**src/rtl/axi_lite_mult_pkg.sv**
```systemverilog
// Shared definitions for the AXI4-Lite multiplier engine.
// Contents:
//   - word-index constants for the register map (address bits [4:2])
//   - CTRL / STATUS bit positions
//   - AXI response codes
//   - sequential core FSM state type
package axi_lite_mult_pkg;

  // Register word indices (byte offset = index * 4)
  localparam logic [2:0] REG_OPA    = 3'd0;  // 0x00
  localparam logic [2:0] REG_OPB    = 3'd1;  // 0x04
  localparam logic [2:0] REG_RES_LO = 3'd2;  // 0x08
  localparam logic [2:0] REG_RES_HI = 3'd3;  // 0x0C
  localparam logic [2:0] REG_CTRL   = 3'd4;  // 0x10
  localparam logic [2:0] REG_STATUS = 3'd5;  // 0x14

  // CTRL bits
  localparam int CTRL_START  = 0;
  localparam int CTRL_SIGNED = 1;
  localparam int CTRL_IE     = 2;

  // STATUS bits
  localparam int STAT_BUSY = 0;
  localparam int STAT_DONE = 1;
  localparam int STAT_OVF  = 2;

  localparam logic [1:0] RESP_OKAY   = 2'b00;
  localparam logic [1:0] RESP_SLVERR = 2'b10;

  typedef enum logic {
    ST_IDLE = 1'b0,
    ST_RUN  = 1'b1
  } mult_state_t;

endpackage

```
**src/rtl/axi_lite_mult_engine_core.sv**
```systemverilog
// mult_seq_core: radix-2 shift-add multiplier, one partial product per cycle.
// Ports:
//   s2_axi_aclk / s2_axi_aresetn : clock, synchronous active-low reset
//   start, signed_mode, op_a, op_b : operation request, sampled only in IDLE
//   busy    : high while iterating
//   done    : one-cycle strobe during the cycle whose rising edge commits the result
//   product : last committed 2*OP_WIDTH product
//   ovf     : product does not fit in OP_WIDTH bits (per the captured mode)
module mult_seq_core
  import axi_lite_mult_pkg::*;
#(
  parameter int OP_WIDTH = 32
) (
  input  logic                  s2_axi_aclk,
  input  logic                  s2_axi_aresetn,
  input  logic                  start,
  input  logic                  signed_mode,
  input  logic [OP_WIDTH-1:0]   op_a,
  input  logic [OP_WIDTH-1:0]   op_b,
  output logic                  busy,
  output logic                  done,
  output logic [2*OP_WIDTH-1:0] product,
  output logic                  ovf
);

  localparam int PW = 2 * OP_WIDTH;
  localparam int CW = $clog2(OP_WIDTH + 1);

  mult_state_t         state_reg, state_next;
  logic [PW-1:0]       acc_reg, acc_next;
  logic [PW-1:0]       mcand_reg, mcand_next;
  logic [OP_WIDTH-1:0] mplr_reg, mplr_next;
  logic [CW-1:0]       cnt_reg, cnt_next;
  logic                neg_reg, neg_next;
  logic                sgn_reg, sgn_next;
  logic [PW-1:0]       prod_reg, prod_next;
  logic                ovf_reg, ovf_next;

  logic [OP_WIDTH-1:0] mag_a, mag_b;
  logic [PW-1:0]       acc_sum, prod_final;
  logic [OP_WIDTH-1:0] upper_half, sign_ext;
  logic                ovf_calc, last_iter;

  // Signed operands are converted to magnitudes; the most negative value
  // still fits because the magnitude is treated as unsigned.
  assign mag_a = (signed_mode && op_a[OP_WIDTH-1]) ? -op_a : op_a;
  assign mag_b = (signed_mode && op_b[OP_WIDTH-1]) ? -op_b : op_b;

  assign acc_sum    = acc_reg + (mplr_reg[0] ? mcand_reg : '0);
  assign prod_final = neg_reg ? -acc_sum : acc_sum;
  assign upper_half = prod_final[PW-1:OP_WIDTH];
  assign sign_ext   = {OP_WIDTH{prod_final[OP_WIDTH-1]}};
  assign ovf_calc   = sgn_reg ? (upper_half != sign_ext) : (upper_half != '0);
  assign last_iter  = (cnt_reg == CW'(OP_WIDTH - 1));

  always_ff @(posedge s2_axi_aclk) begin
    if (!s2_axi_aresetn) begin
      state_reg <= ST_IDLE;
      acc_reg   <= '0;
      mcand_reg <= '0;
      mplr_reg  <= '0;
      cnt_reg   <= '0;
      neg_reg   <= 1'b0;
      sgn_reg   <= 1'b0;
      prod_reg  <= '0;
      ovf_reg   <= 1'b0;
    end else begin
      state_reg <= state_next;
      acc_reg   <= acc_next;
      mcand_reg <= mcand_next;
      mplr_reg  <= mplr_next;
      cnt_reg   <= cnt_next;
      neg_reg   <= neg_next;
      sgn_reg   <= sgn_next;
      prod_reg  <= prod_next;
      ovf_reg   <= ovf_next;
    end
  end

  always_comb begin
    state_next = state_reg;
    acc_next   = acc_reg;
    mcand_next = mcand_reg;
    mplr_next  = mplr_reg;
    cnt_next   = cnt_reg;
    neg_next   = neg_reg;
    sgn_next   = sgn_reg;
    prod_next  = prod_reg;
    ovf_next   = ovf_reg;
    case (state_reg)
      ST_IDLE: begin
        if (start) begin
          acc_next   = '0;
          mcand_next = {{OP_WIDTH{1'b0}}, mag_a};
          mplr_next  = mag_b;
          cnt_next   = '0;
          neg_next   = signed_mode & (op_a[OP_WIDTH-1] ^ op_b[OP_WIDTH-1]);
          sgn_next   = signed_mode;
          ovf_next   = 1'b0;
          state_next = ST_RUN;
        end
      end
      ST_RUN: begin
        acc_next   = acc_sum;
        mcand_next = mcand_reg << 1;
        mplr_next  = mplr_reg >> 1;
        cnt_next   = cnt_reg + CW'(1);
        if (last_iter) begin
          prod_next  = prod_final;
          ovf_next   = ovf_calc;
          state_next = ST_IDLE;
        end
      end
      default: state_next = ST_IDLE;
    endcase
  end

  assign busy    = (state_reg == ST_RUN);
  assign done    = (state_reg == ST_RUN) && last_iter;
  assign product = prod_reg;
  assign ovf     = ovf_reg;

endmodule

```
**src/rtl/axi_lite_mult_engine.sv**
```systemverilog
// axi_lite_mult_engine: AXI4-Lite slave wrapping a sequential multiplier.
// Ports:
//   s2_axi_aclk / s2_axi_aresetn : clock, synchronous active-low reset
//   s2_axi_aw* / w* / b*         : write address, data and response channels
//   s2_axi_ar* / r*              : read address and data channels
//   irq                          : level interrupt, STATUS.done & CTRL.ie
// Registers (addr[4:2]): OPA, OPB, RES_LO, RES_HI, CTRL, STATUS; others SLVERR.
module axi_lite_mult_engine
  import axi_lite_mult_pkg::*;
#(
  parameter int DATA_WIDTH = 32,
  parameter int ADDR_WIDTH = 8,
  parameter int OP_WIDTH   = 32
) (
  input  logic                    s2_axi_aclk,
  input  logic                    s2_axi_aresetn,
  input  logic [ADDR_WIDTH-1:0]   s2_axi_awaddr,
  input  logic                    s2_axi_awvalid,
  output logic                    s2_axi_awready,
  input  logic [DATA_WIDTH-1:0]   s2_axi_wdata,
  input  logic [DATA_WIDTH/8-1:0] s2_axi_wstrb,
  input  logic                    s2_axi_wvalid,
  output logic                    s2_axi_wready,
  output logic [1:0]              s2_axi_bresp,
  output logic                    s2_axi_bvalid,
  input  logic                    s2_axi_bready,
  input  logic [ADDR_WIDTH-1:0]   s2_axi_araddr,
  input  logic                    s2_axi_arvalid,
  output logic                    s2_axi_arready,
  output logic [DATA_WIDTH-1:0]   s2_axi_rdata,
  output logic [1:0]              s2_axi_rresp,
  output logic                    s2_axi_rvalid,
  input  logic                    s2_axi_rready,
  output logic                    irq
);

  localparam int NB = DATA_WIDTH / 8;

  logic                    wr_accept, rd_accept;
  logic [2:0]              wr_idx, rd_idx;
  logic                    bvalid_reg, rvalid_reg;
  logic [1:0]              bresp_reg, bresp_next, rresp_reg, rd_resp;
  logic [DATA_WIDTH-1:0]   rdata_reg, rd_value;

  logic [OP_WIDTH-1:0]     opa_reg, opa_next, opb_reg, opb_next;
  logic                    signed_reg, signed_next;
  logic                    ie_reg, ie_next;
  logic                    done_reg, done_next;

  logic [DATA_WIDTH-1:0]   opa_ext, opb_ext, opa_merged, opb_merged;
  logic                    core_start, core_busy, core_done, core_ovf;
  logic [2*OP_WIDTH-1:0]   core_product;
  logic [2*DATA_WIDTH-1:0] product_ext;
  logic                    unused_bits;

  // Both address and data must be present; no new write while a response is pending.
  assign wr_accept = s2_axi_aresetn & s2_axi_awvalid & s2_axi_wvalid & ~bvalid_reg;
  assign rd_accept = s2_axi_aresetn & s2_axi_arvalid & ~rvalid_reg;
  assign wr_idx    = s2_axi_awaddr[4:2];
  assign rd_idx    = s2_axi_araddr[4:2];

  assign opa_ext     = DATA_WIDTH'(opa_reg);
  assign opb_ext     = DATA_WIDTH'(opb_reg);
  assign product_ext = (2 * DATA_WIDTH)'(core_product);

  // Per-byte merge of write data into the operand registers.
  generate
    for (genvar gi = 0; gi < NB; gi++) begin : g_strb
      assign opa_merged[gi*8 +: 8] = s2_axi_wstrb[gi] ? s2_axi_wdata[gi*8 +: 8] : opa_ext[gi*8 +: 8];
      assign opb_merged[gi*8 +: 8] = s2_axi_wstrb[gi] ? s2_axi_wdata[gi*8 +: 8] : opb_ext[gi*8 +: 8];
    end
  endgenerate

  assign unused_bits = ^{s2_axi_awaddr, s2_axi_araddr, opa_merged, opb_merged};

  // Register write decode
  always_comb begin
    opa_next    = opa_reg;
    opb_next    = opb_reg;
    signed_next = signed_reg;
    ie_next     = ie_reg;
    done_next   = done_reg;
    bresp_next  = RESP_OKAY;
    core_start  = 1'b0;
    if (wr_accept) begin
      case (wr_idx)
        REG_OPA: opa_next = opa_merged[OP_WIDTH-1:0];
        REG_OPB: opb_next = opb_merged[OP_WIDTH-1:0];
        REG_RES_LO, REG_RES_HI: ;
        REG_CTRL: begin
          if (s2_axi_wstrb[0]) begin
            // A start while running is rejected as a whole.
            if (s2_axi_wdata[CTRL_START] && core_busy) begin
              bresp_next = RESP_SLVERR;
            end else begin
              signed_next = s2_axi_wdata[CTRL_SIGNED];
              ie_next     = s2_axi_wdata[CTRL_IE];
              core_start  = s2_axi_wdata[CTRL_START];
            end
          end
        end
        REG_STATUS: begin
          if (s2_axi_wstrb[0] && s2_axi_wdata[STAT_DONE]) done_next = 1'b0;
        end
        default: bresp_next = RESP_SLVERR;
      endcase
    end
    if (core_start) done_next = 1'b0;
    // Completion overrides a same-edge W1C.
    if (core_done) done_next = 1'b1;
  end

  // Register read mux
  always_comb begin
    rd_value = '0;
    rd_resp  = RESP_OKAY;
    case (rd_idx)
      REG_OPA:    rd_value = opa_ext;
      REG_OPB:    rd_value = opb_ext;
      REG_RES_LO: rd_value = product_ext[DATA_WIDTH-1:0];
      REG_RES_HI: rd_value = product_ext[2*DATA_WIDTH-1:DATA_WIDTH];
      REG_CTRL: begin
        rd_value[CTRL_SIGNED] = signed_reg;
        rd_value[CTRL_IE]     = ie_reg;
      end
      REG_STATUS: begin
        rd_value[STAT_BUSY] = core_busy;
        rd_value[STAT_DONE] = done_reg;
        rd_value[STAT_OVF]  = core_ovf;
      end
      default: rd_resp = RESP_SLVERR;
    endcase
  end

  always_ff @(posedge s2_axi_aclk) begin
    if (!s2_axi_aresetn) begin
      opa_reg    <= '0;
      opb_reg    <= '0;
      signed_reg <= 1'b0;
      ie_reg     <= 1'b0;
      done_reg   <= 1'b0;
      bvalid_reg <= 1'b0;
      bresp_reg  <= RESP_OKAY;
      rvalid_reg <= 1'b0;
      rresp_reg  <= RESP_OKAY;
      rdata_reg  <= '0;
    end else begin
      opa_reg    <= opa_next;
      opb_reg    <= opb_next;
      signed_reg <= signed_next;
      ie_reg     <= ie_next;
      done_reg   <= done_next;
      if (wr_accept) begin
        bvalid_reg <= 1'b1;
        bresp_reg  <= bresp_next;
      end else if (s2_axi_bready) begin
        bvalid_reg <= 1'b0;
      end
      if (rd_accept) begin
        rvalid_reg <= 1'b1;
        rdata_reg  <= rd_value;
        rresp_reg  <= rd_resp;
      end else if (s2_axi_rready) begin
        rvalid_reg <= 1'b0;
      end
    end
  end

  mult_seq_core #(
    .OP_WIDTH(OP_WIDTH)
  ) u_core (
    .s2_axi_aclk   (s2_axi_aclk),
    .s2_axi_aresetn(s2_axi_aresetn),
    .start         (core_start),
    .signed_mode   (s2_axi_wdata[CTRL_SIGNED]),
    .op_a          (opa_reg),
    .op_b          (opb_reg),
    .busy          (core_busy),
    .done          (core_done),
    .product       (core_product),
    .ovf           (core_ovf)
  );

  assign s2_axi_awready = wr_accept;
  assign s2_axi_wready  = wr_accept;
  assign s2_axi_bvalid  = bvalid_reg;
  assign s2_axi_bresp   = bresp_reg;
  assign s2_axi_arready = rd_accept;
  assign s2_axi_rvalid  = rvalid_reg;
  assign s2_axi_rresp   = rresp_reg;
  assign s2_axi_rdata   = rdata_reg;
  assign irq            = done_reg & ie_reg;

endmodule

```
**config.mk**
```make
export PLATFORM = sky130hd
export DESIGN_NAME = axi_lite_mult_engine
export DESIGN_NICKNAME = d
export VERILOG_FILES = /design/src/rtl/axi_lite_mult_pkg.sv /design/src/rtl/axi_lite_mult_engine_core.sv /design/src/rtl/axi_lite_mult_engine.sv
export SDC_FILE = /design/constraint.sdc
export NUM_CORES = 1
export LEC_CHECK = 0
export ABC_AREA = 1
export BUFFER_PORTS_ARGS = -buffer_cell sky130_fd_sc_hd__buf_2
export CAP_MARGIN = 5
export CORE_ASPECT_RATIO = 0.5
export CORE_MARGIN = 4
export CORE_UTILIZATION = 40
export DETAILED_ROUTE_END_ITERATION = 8
export PLACE_DENSITY_LB_ADDON = 0.15
export SLEW_MARGIN = 20
export SYNTH_ARGS = -nofsm -noshare
export SYNTH_HDL_FRONTEND = slang
export SYNTH_SLANG_ARGS = --single-unit
```
**constraint.sdc**
```tcl
create_clock -name s2_axi_aclk -period 11.55 [get_ports s2_axi_aclk]
set_input_delay 2.8875 -clock s2_axi_aclk [delete_from_list [all_inputs] [get_ports s2_axi_aclk]]
set_output_delay 2.8875 -clock s2_axi_aclk [all_outputs]
set_load 0.005 [all_outputs]
```
Yosys cells after proc, flatten, opt, wreduce, memory -nomap -nowiden
Cells that the tools add are included.
Widths: inputs -> output; s select.
{ "totals": {"ff_bits": 339, "latch_bits": 0, "mem_bits_rw": 0, "rom_bits": 0, "input_bits": 59, "output_inout_bits": 42, "word_cells": 123, "memories": 0} }
{ "classes": {"addsub": 5, "mul": 0, "div_mod_pow": 0, "n_lt_le_gt_ge": 0, "n_eq_ne": 14, "shifts": 0, "mux": 39, "bitwise_logic": 12, "reduce_logical": 28} }
{ "op_table": {"columns": ["op", "count"], "rows": [
  ["$mux 64", 4],
  ["$pmux 64 s2", 2],
  ["$pmux 29 s4", 1],
  ["$mux 32", 3],
  ["$add 64x64->64", 1],
  ["$neg 32->32", 2],
  ["$neg 64->64", 1],
  ["$pmux 32 s2", 1],
  ["$ne 32x32->1", 1],
  ["$reduce_bool 32->1", 1],
  ["$reduce_and 3->1", 9],
  ["$mux 1", 18],
  ["$eq 3x2->1 const B", 4],
  ["$eq 3x3->1 const B", 4],
  ["$pmux 2 s6", 1],
  ["$pmux 6 s2", 1],
  ["$reduce_bool 3->1", 3],
  ["$and 1x1->1", 7],
  ["$add 6x1->6 const B", 1],
  ["$eq 3x1->1 const B", 2],
  ["$eq 6x5->1 const B", 1],
  ["$logic_not 3->1", 2],
  ["$mux 2", 3],
  ["$mux 6", 1],
  ["other kinds (12)", 24]
]} }

Logic depth before layout (Yosys ltp)
Gate-level depths: netlist of run 1.
{ "logic_depth": {"depth_word": 8, "mapped_depth": 37, "mapped_depth_nobuf": 35} }

Modules after synthesis
From an unflattened synthesis of run 1, not the netlist that was laid out.
{ "unflattened": {"cells_unflattened": 4163, "hier_area_um2": 24154.4} }
{ "by_module_without_submodules": {"columns": ["module", "n_inst", "cells_per_inst", "area_each_um2", "seq_area_each_um2"], "rows": [
  ["mult_seq_core", 1, 3471, 19233.4, 4684.5],
  ["axi_lite_mult_engine", 1, 692, 4921.0, 2062.0]
]} }

Least setup slack after synthesis of run 1
OpenSTA, ideal clock, no wires.
{ "synth_timing": {"path_type": "input port to output port", "startpoint": "in s2_axi_aresetn", "endpoint": "out s2_axi_wready", "arrival_ps": 3702, "t_required_ps": 8663, "setup_slack_ps": 4960, "cell_stages": 4, "n_path_buf": 2, "path_cell_list": "clkbuf_1 inv_2 nor3_1 buf_4"} }
{ "synth_via": {"elab_chain_cells": 3} }
{ "synth_lines": {"columns": ["item", "line_no", "source"], "rows": [
  ["from (decl)", "axi_lite_mult_engine.sv:16", "input logic s2_axi_aresetn,"],
  ["$and 1x1->1 (3 in a row)", "axi_lite_mult_engine.sv:57", "assign wr_accept = s2_axi_aresetn & s2_axi_awvalid & s2_axi_wvalid & ~bvalid_reg;"],
  ["to (decl)", "axi_lite_mult_engine.sv:23", "output logic s2_axi_wready,"]
]} }
No other way between the ends.

Worst setup path in the final report of run 1
{ "layout_timing": {"startpoint": "in s2_axi_aresetn", "endpoint": "out s2_axi_arready"} }
{ "layout_via": {"elab_chain_cells": 2} }
{ "layout_lines": {"columns": ["item", "line_no", "source"], "rows": [
  ["$and 1x1->1 (2 in a row)", "axi_lite_mult_engine.sv:58", "assign rd_accept = s2_axi_aresetn & s2_axi_arvalid & ~rvalid_reg;"],
  ["to (decl)", "axi_lite_mult_engine.sv:29", "output logic s2_axi_arready,"]
]} }
No other way between the ends.

==> metrics.yaml, run 1 <==
die:
  die-width_um: 357
  fp.dieArea_um2: 65200
  core-area_um2: 59700
  ios: 101
  rows: 63
  start_util_pct: 40.8
  die_y_um: 183
clock_network:
  clk_pin_slew_ns: 0.05
  cts_made_buffers: 37
  clk-insertion-delay-late_ns: 0.59
  cts_hold_buf: 0
  clockBufferDepth: 3
  clockRootBuffer: "clkbuf_16"
  cts_tree: "yes"
  htree_levels: 2
  post_cts_resized: 0
  cts_setup_buffers: 0
  cts_sinks: 337
setup_path:
  cp-end-kind: "output port"
  cp-start-kind: "primary input"
  path_class: "in -> out"
  critPathMaxStageDelay_ns: 0.86
  worstPathRequired_ns: 8.66
  crit_fanout: 54
  ff2ff_setup_slack_ns: 6.42
  r2r-end: "u_core.ovf"
  r2r-start: "u_core.mplr_reg[0]"
  cp.arrival_ns: 4.54
  reg2reg_depth: 32
  crit_slowest_cell: "inv_1"
  cp_cell_sequence: "buf_4, nand2_1, inv_1, buf_2"
logic_synthesis:
  synth_top_area_share_pct: 27.7
  synth_area_um2: 24400
  ys_types: 52
  synth.area.top_cells: "dfxtp_1, nand2_1, inv_1"
  netlist_instances: 4208
  ys_ff_latch: 337
  synth_top_area_cell: "dfxtp_1"
  syn_area_per_cell_um2: 5.79
  ys_warn_count: 0
  seq_area_frac_synth_pct: 27.7
power:
  total_power_mw: 2.47
  ir_worst_vdd_mv: 0.0815
  power_density_nw_per_um2: 92.5
  p_leak_nw: 13.6
global_routing:
  grt_pass1_vias: 24067
  grt-ovfl-total: 0
  grt_usage_pct: 27.8
  grt_max_degree: 135
  antenna_found_initial: 1
  grt_first_pass_wirelength_um: 141000
timing:
  rsz0062_at_grt: "no"
  setup_tns_ns: 0
  finalCritPeriodShare_pct: 64.3
  hold_viol: 0
  slew_viol_final: 0
  holdWs_ns: 0.461
  fmax_ghz: 0.135
  skew_ns: 0.0264
  tightest_slew_ns: 1.15
  period_minus_slack_ns: 7.43
  setup_violations: 0
  relSlewSlack_pct: 22.9
routing:
  drt_wl_total_um: 93300
  antenna_left: 0
  wire_per_inst_um: 18.5
  initialDrtViolationCount: 2677
  drc: 0
  via_per_inst: 5.24
  vias: 26459
  first_pass_iters: 6
hold_path:
  hold_path.class: "reg -> reg"
  holdPathStages: 2
  min_from: "u_core.mcand_reg[48]"
  whs_endpoint: "u_core.mcand_reg[49]"
placement:
  gp_congestion: 0.995
  port_buffers: 88
  hpwl_um: 73600
cells_and_area:
  layout-drive-gt1-share_pct: 7.69
  diodes: 0
  fin_util_pct: 44.6
  synthToLayoutAreaGrowth_pct: 9.40
  nets: 4342
run_status:
  status: "finished clean"
job:
  maxCapViolCount: 0
-- cells in the final DEF, fill, tap and decap left out, types with 16 or more instances in the layout --
cell type / Yosys / layout
inv_2: 23 / 23
nand2_1: 1456 / 1456
inv_1: 650 / 650
a31oi_1: 53 / 53
o211ai_1: 16 / 16
nor3_1: 34 / 34
nand3_1: 261 / 261
o221ai_1: 19 / 19
buf_4: 3 / 21
nor2_2: 31 / 31
nor2_1: 307 / 306
o22ai_1: 17 / 17
dfxtp_1: 337 / 334
nand4_1: 48 / 48
xor2_1: 41 / 41
o21ai_0: 208 / 208
clkbuf_16: 0 / 37
a22oi_1: 28 / 28
ha_1: 67 / 67
a21oi_1: 311 / 311
nand2_2: 58 / 58
buf_2: 4 / 87
nand3_2: 16 / 16
-- Yosys cell counts, drive strengths merged --
library cell,instances
a211oi,4
a21boi,1
a21oi,313
a221oi,9
a22oi,28
a31oi,53
a41oi,2
and3,3
buf,22
clkbuf,120
clkinv,10
conb,1
dfxtp,337
fa,1
ha,67
inv,674
nand2,1519
nand3,279
nand3b,2
nand4,48
nor2,346
nor3,39
nor3b,1
nor4,4
o2111ai,1
o211ai,16
o21a,1
o21ai,214
o21bai,11
o221ai,19
o22ai,17
o311ai,2
o31ai,2
or2,1
xor2,41
-- per-stage QoR --
step	setup WS [ns]	cell area, µm²	instances
after floorplan	4.96	24400	4209
after global placement	4.14	25500	4988
after detailed placement	4.16	25500	4988
after CTS	4.17	26700	5054
after global routing	4.06	26700	5054
final	4.12	26700	5054
-- cell type report --
class / count / area (µm²)
Clock buffer: 50 / 1020
Tap cell: 812 / 1020
Inverter: 684 / 2570
Fill cell: 6582 / 33100
Multi-Input combinational cell: 3046 / 14500
Clock inverter: 16 / 173
Sequential cell: 337 / 6750
Timing Repair Buffer: 109 / 613
-- cells by family after synthesis --
logic type | after synthesis | synth area share [%]
other cells | 1 | 0.0154
fa+ha+maj | 68 | 3.52
simple gates | 2242 | 38.7
xor+xnor | 41 | 1.47
flops | 337 | 27.7
compound gates | 693 | 15.8
buf+inv | 826 | 12.8
-- layer usage --
metal,global-route usage [%],routed length (µm),vias up
li1,-,-,13336
met1,39.2,43900,12208
met2,45.1,41200,799
met3,3.86,6110,116
met4,6.14,2050,0
met5,0,0,-
-- power breakdown --
part	switching, mW	internal [mW]
clock network	0.558	0.657
registers	0.00261	1.16
logic	0.0651	0.0201
total	0.626	1.84
-- worst max-delay path by stage --
stage	from	to	slack, ns	cells past startpoint
2_1_floorplan	s2_axi_aresetn	s2_axi_wready	4.96	4
3_3_place_gp	s2_axi_aresetn	s2_axi_arready	4.14	4
3_5_place_dp	s2_axi_aresetn	s2_axi_arready	4.16	4
4_1_cts	s2_axi_aresetn	s2_axi_arready	4.17	4
5_1_grt	s2_axi_aresetn	s2_axi_arready	4.06	4
6_report	s2_axi_aresetn	s2_axi_arready	4.12	4
-- critical path: cells and delay by family --
family	cells	cell delay, ns
buf+inv	3	1.51
simple gates	1	0.14
No activity file was read; power rests on OpenSTA's default activity.
==> run 2: changes to the inputs <==
Clock period 11.55 ns to 7.6 ns, I/O delays scaled along.
==> run 2 against run 1 <==
Compared with the run above: largest power group unchanged; final cell count hardly changed; clock-buffer cell count is the same; highest routed layer unchanged; sequential power up 51%; via count fell by 0.11%; power is 56% higher; flip-flop and latch count unchanged; core utilization grew 0.094 points; largest cell class unchanged; non-clock buffer count shrank 1; clock skew shrank 0.0044 ns.
==> metrics.yaml, run 2 (synthesis gave the netlist of run 1 again) <==
hold_path:
  whs_endpoint: "s2_axi_rdata[12]"
  hold_path.class: "reg -> reg"
  holdPathStages: 2  # unchanged
  min_from: "s2_axi_rdata[12]"
die:
  die-width_um: 357  # unchanged
  rows: 63  # unchanged
  start_util_pct: 40.8  # unchanged
  fp.dieArea_um2: 65200  # unchanged
  die_y_um: 183  # unchanged
  core-area_um2: 59700  # unchanged
  ios: 101  # unchanged
run_status:
  status: "finished clean"
setup_path:
  r2r-start: "u_core.mplr_reg[0]"
  cp-start-kind: "primary input"
  worstPathRequired_ns: 5.70  # -2.96 ns
  ff2ff_setup_slack_ns: 2.60  # -3.82 ns
  r2r-end: "u_core.ovf"
  cp-end-kind: "output port"
  crit_fanout: 34  # -37%
  cp.arrival_ns: 3.53  # -1.01 ns
  path_class: "in -> out"
  reg2reg_depth: 30  # -6.3%
cells_and_area:
  final_cell_mix: "nand2_1, inv_1, dfxtp_1"
  diodes: 0  # unchanged
  fin_util_pct: 44.7  # +0.094 points
  fillCellCount: 6618  # +0.55%
  final_common_cell: "nand2_1"
  layout-drive-gt1-share_pct: 7.62  # -0.062 points
  final_area_um2: 26700  # +0.21%
  synthToLayoutAreaGrowth_pct: 9.63
  nets: 4341  # -0.023%
placement:
  gp_congestion: 0.948  # -4.7%
  dpl_cell_area_um2: 25500  # about the same
  hpwl_um: 73500  # about the same
  place_ws_ns: 2.24  # -1.91 ns
  port_buffers: 88  # unchanged
routing:
  first_pass_iters: 6  # unchanged
  via_per_inst: 5.23  # about the same
  antenna_left: 0  # unchanged
  vias: 26429  # -0.11%
  wire_per_inst_um: 18.6  # +0.62%
  initialDrtViolationCount: 2542  # -5.0%
  drc: 0  # unchanged
  drt_wl_total_um: 93800  # +0.53%
timing:
  setup_violations: 0  # unchanged
  setup_tns_ns: 0  # unchanged
  finalCritPeriodShare_pct: 71.4
  skew_ns: 0.0220  # -0.00436 ns
  finalWorstSetupSlack_ns: 2.17  # -1.95 ns
  relSlewSlack_pct: 25.0  # +2.1 points
  tightest_slew_ns: 1.12  # -0.0365 ns
  rsz0062_at_grt: "no"
  hold_viol: 0  # unchanged
  fmax_ghz: 0.184
  period_minus_slack_ns: 5.43
  slew_viol_final: 0  # unchanged
clock_network:
  cts_setup_buffers: 0  # unchanged
  cts_sinks: 337  # unchanged
  clk-insertion-delay-late_ns: 0.58  # about the same
  post_cts_resized: 0  # unchanged
  cts_made_buffers: 37  # unchanged
  htree_levels: 2  # unchanged
  clk_pin_slew_ns: 0.06  # about the same
  cts_tree: "yes"
  clockBufferDepth: 3  # unchanged
  cts_hold_buf: 0  # unchanged
  clockRootBuffer: "clkbuf_16"
power:
  power_density_nw_per_um2: 144  # +56%
  p_leak_nw: 13.6  # +0.15%
  ir_worst_vdd_mv: 0.124  # +52%
  total_power_mw: 3.85  # +56%
global_routing:
  grt_pass1_vias: 24142  # +0.31%
  grt-ovfl-total: 0  # unchanged
  grt_first_pass_wirelength_um: 143000  # +0.95%
  antenna_found_initial: 0  # -1
  grt_usage_pct: 28.1  # +0.27 points
  grt_max_degree: 103  # -24%
job:
  maxCapViolCount: 0  # unchanged
[run 2: cell count changes in the layout (fill, tap and decap cells not counted), sizes merged]
cell      delta
clkinv       -3
buf          -1
bufinv       +3
inv          -2
clkinvlp     -2
[run 2: power breakdown]
part           total (mW)  switching [mW]  internal [mW]
clock network        1.94           0.834           1.11
registers            1.77         0.00367           1.77
logic               0.131           0.100         0.0304
[run 2: layout make-up]
cell class	instances	area [µm²]	share of cell area (%)
clock buffer	50	1040	3.91
sequential	337	6750	25.3
timing repair buffer	108	606	2.27
clock inverter	12	216	0.810
tap	812	1020	3.80
multi-input combinational	3046	14500	54.3
inverter	684	2570	9.63
[run 2: critical path: stages]
cell      delay, ns
buf_4          0.20
nand2_1        0.12
clkinv_1       0.85
buf_2          0.44
[run 2: how the worst max path moves through the flow]
stage	to	start	cells past startpoint	slack, ns
after global routing	s2_axi_arready	s2_axi_aresetn	4	2.07
final	s2_axi_arready	s2_axi_aresetn	4	2.17
after global placement	s2_axi_arready	s2_axi_arvalid	6	2.29
after floorplan	s2_axi_wready	s2_axi_aresetn	4	2.99
after CTS	s2_axi_arready	s2_axi_arvalid	6	2.24
after detailed placement	s2_axi_arready	s2_axi_arvalid	6	2.24
[run 2: per-stage QoR]
| stage | std cells | hold slack [ns] |
|---|---|---|
| 6_report | 5049 | 0.463 |
| 5_1_grt | 5049 | 0.478 |
| 4_1_cts | 5049 | 0.462 |
| 3_5_place_dp | 4987 | 0.452 |
| 3_3_place_gp | 4987 | 0.450 |
| 2_1_floorplan | 4209 | 0.430 |
[run 2: metal layers]
metal  vias up  GRT usage, %  routed length, µm
met4         0          5.58               1870
met5         -             0                  0
met3        88          3.29               6020
met1     12212          40.6              44800
met2       809          45.0              41100
li1      13320             -                  -
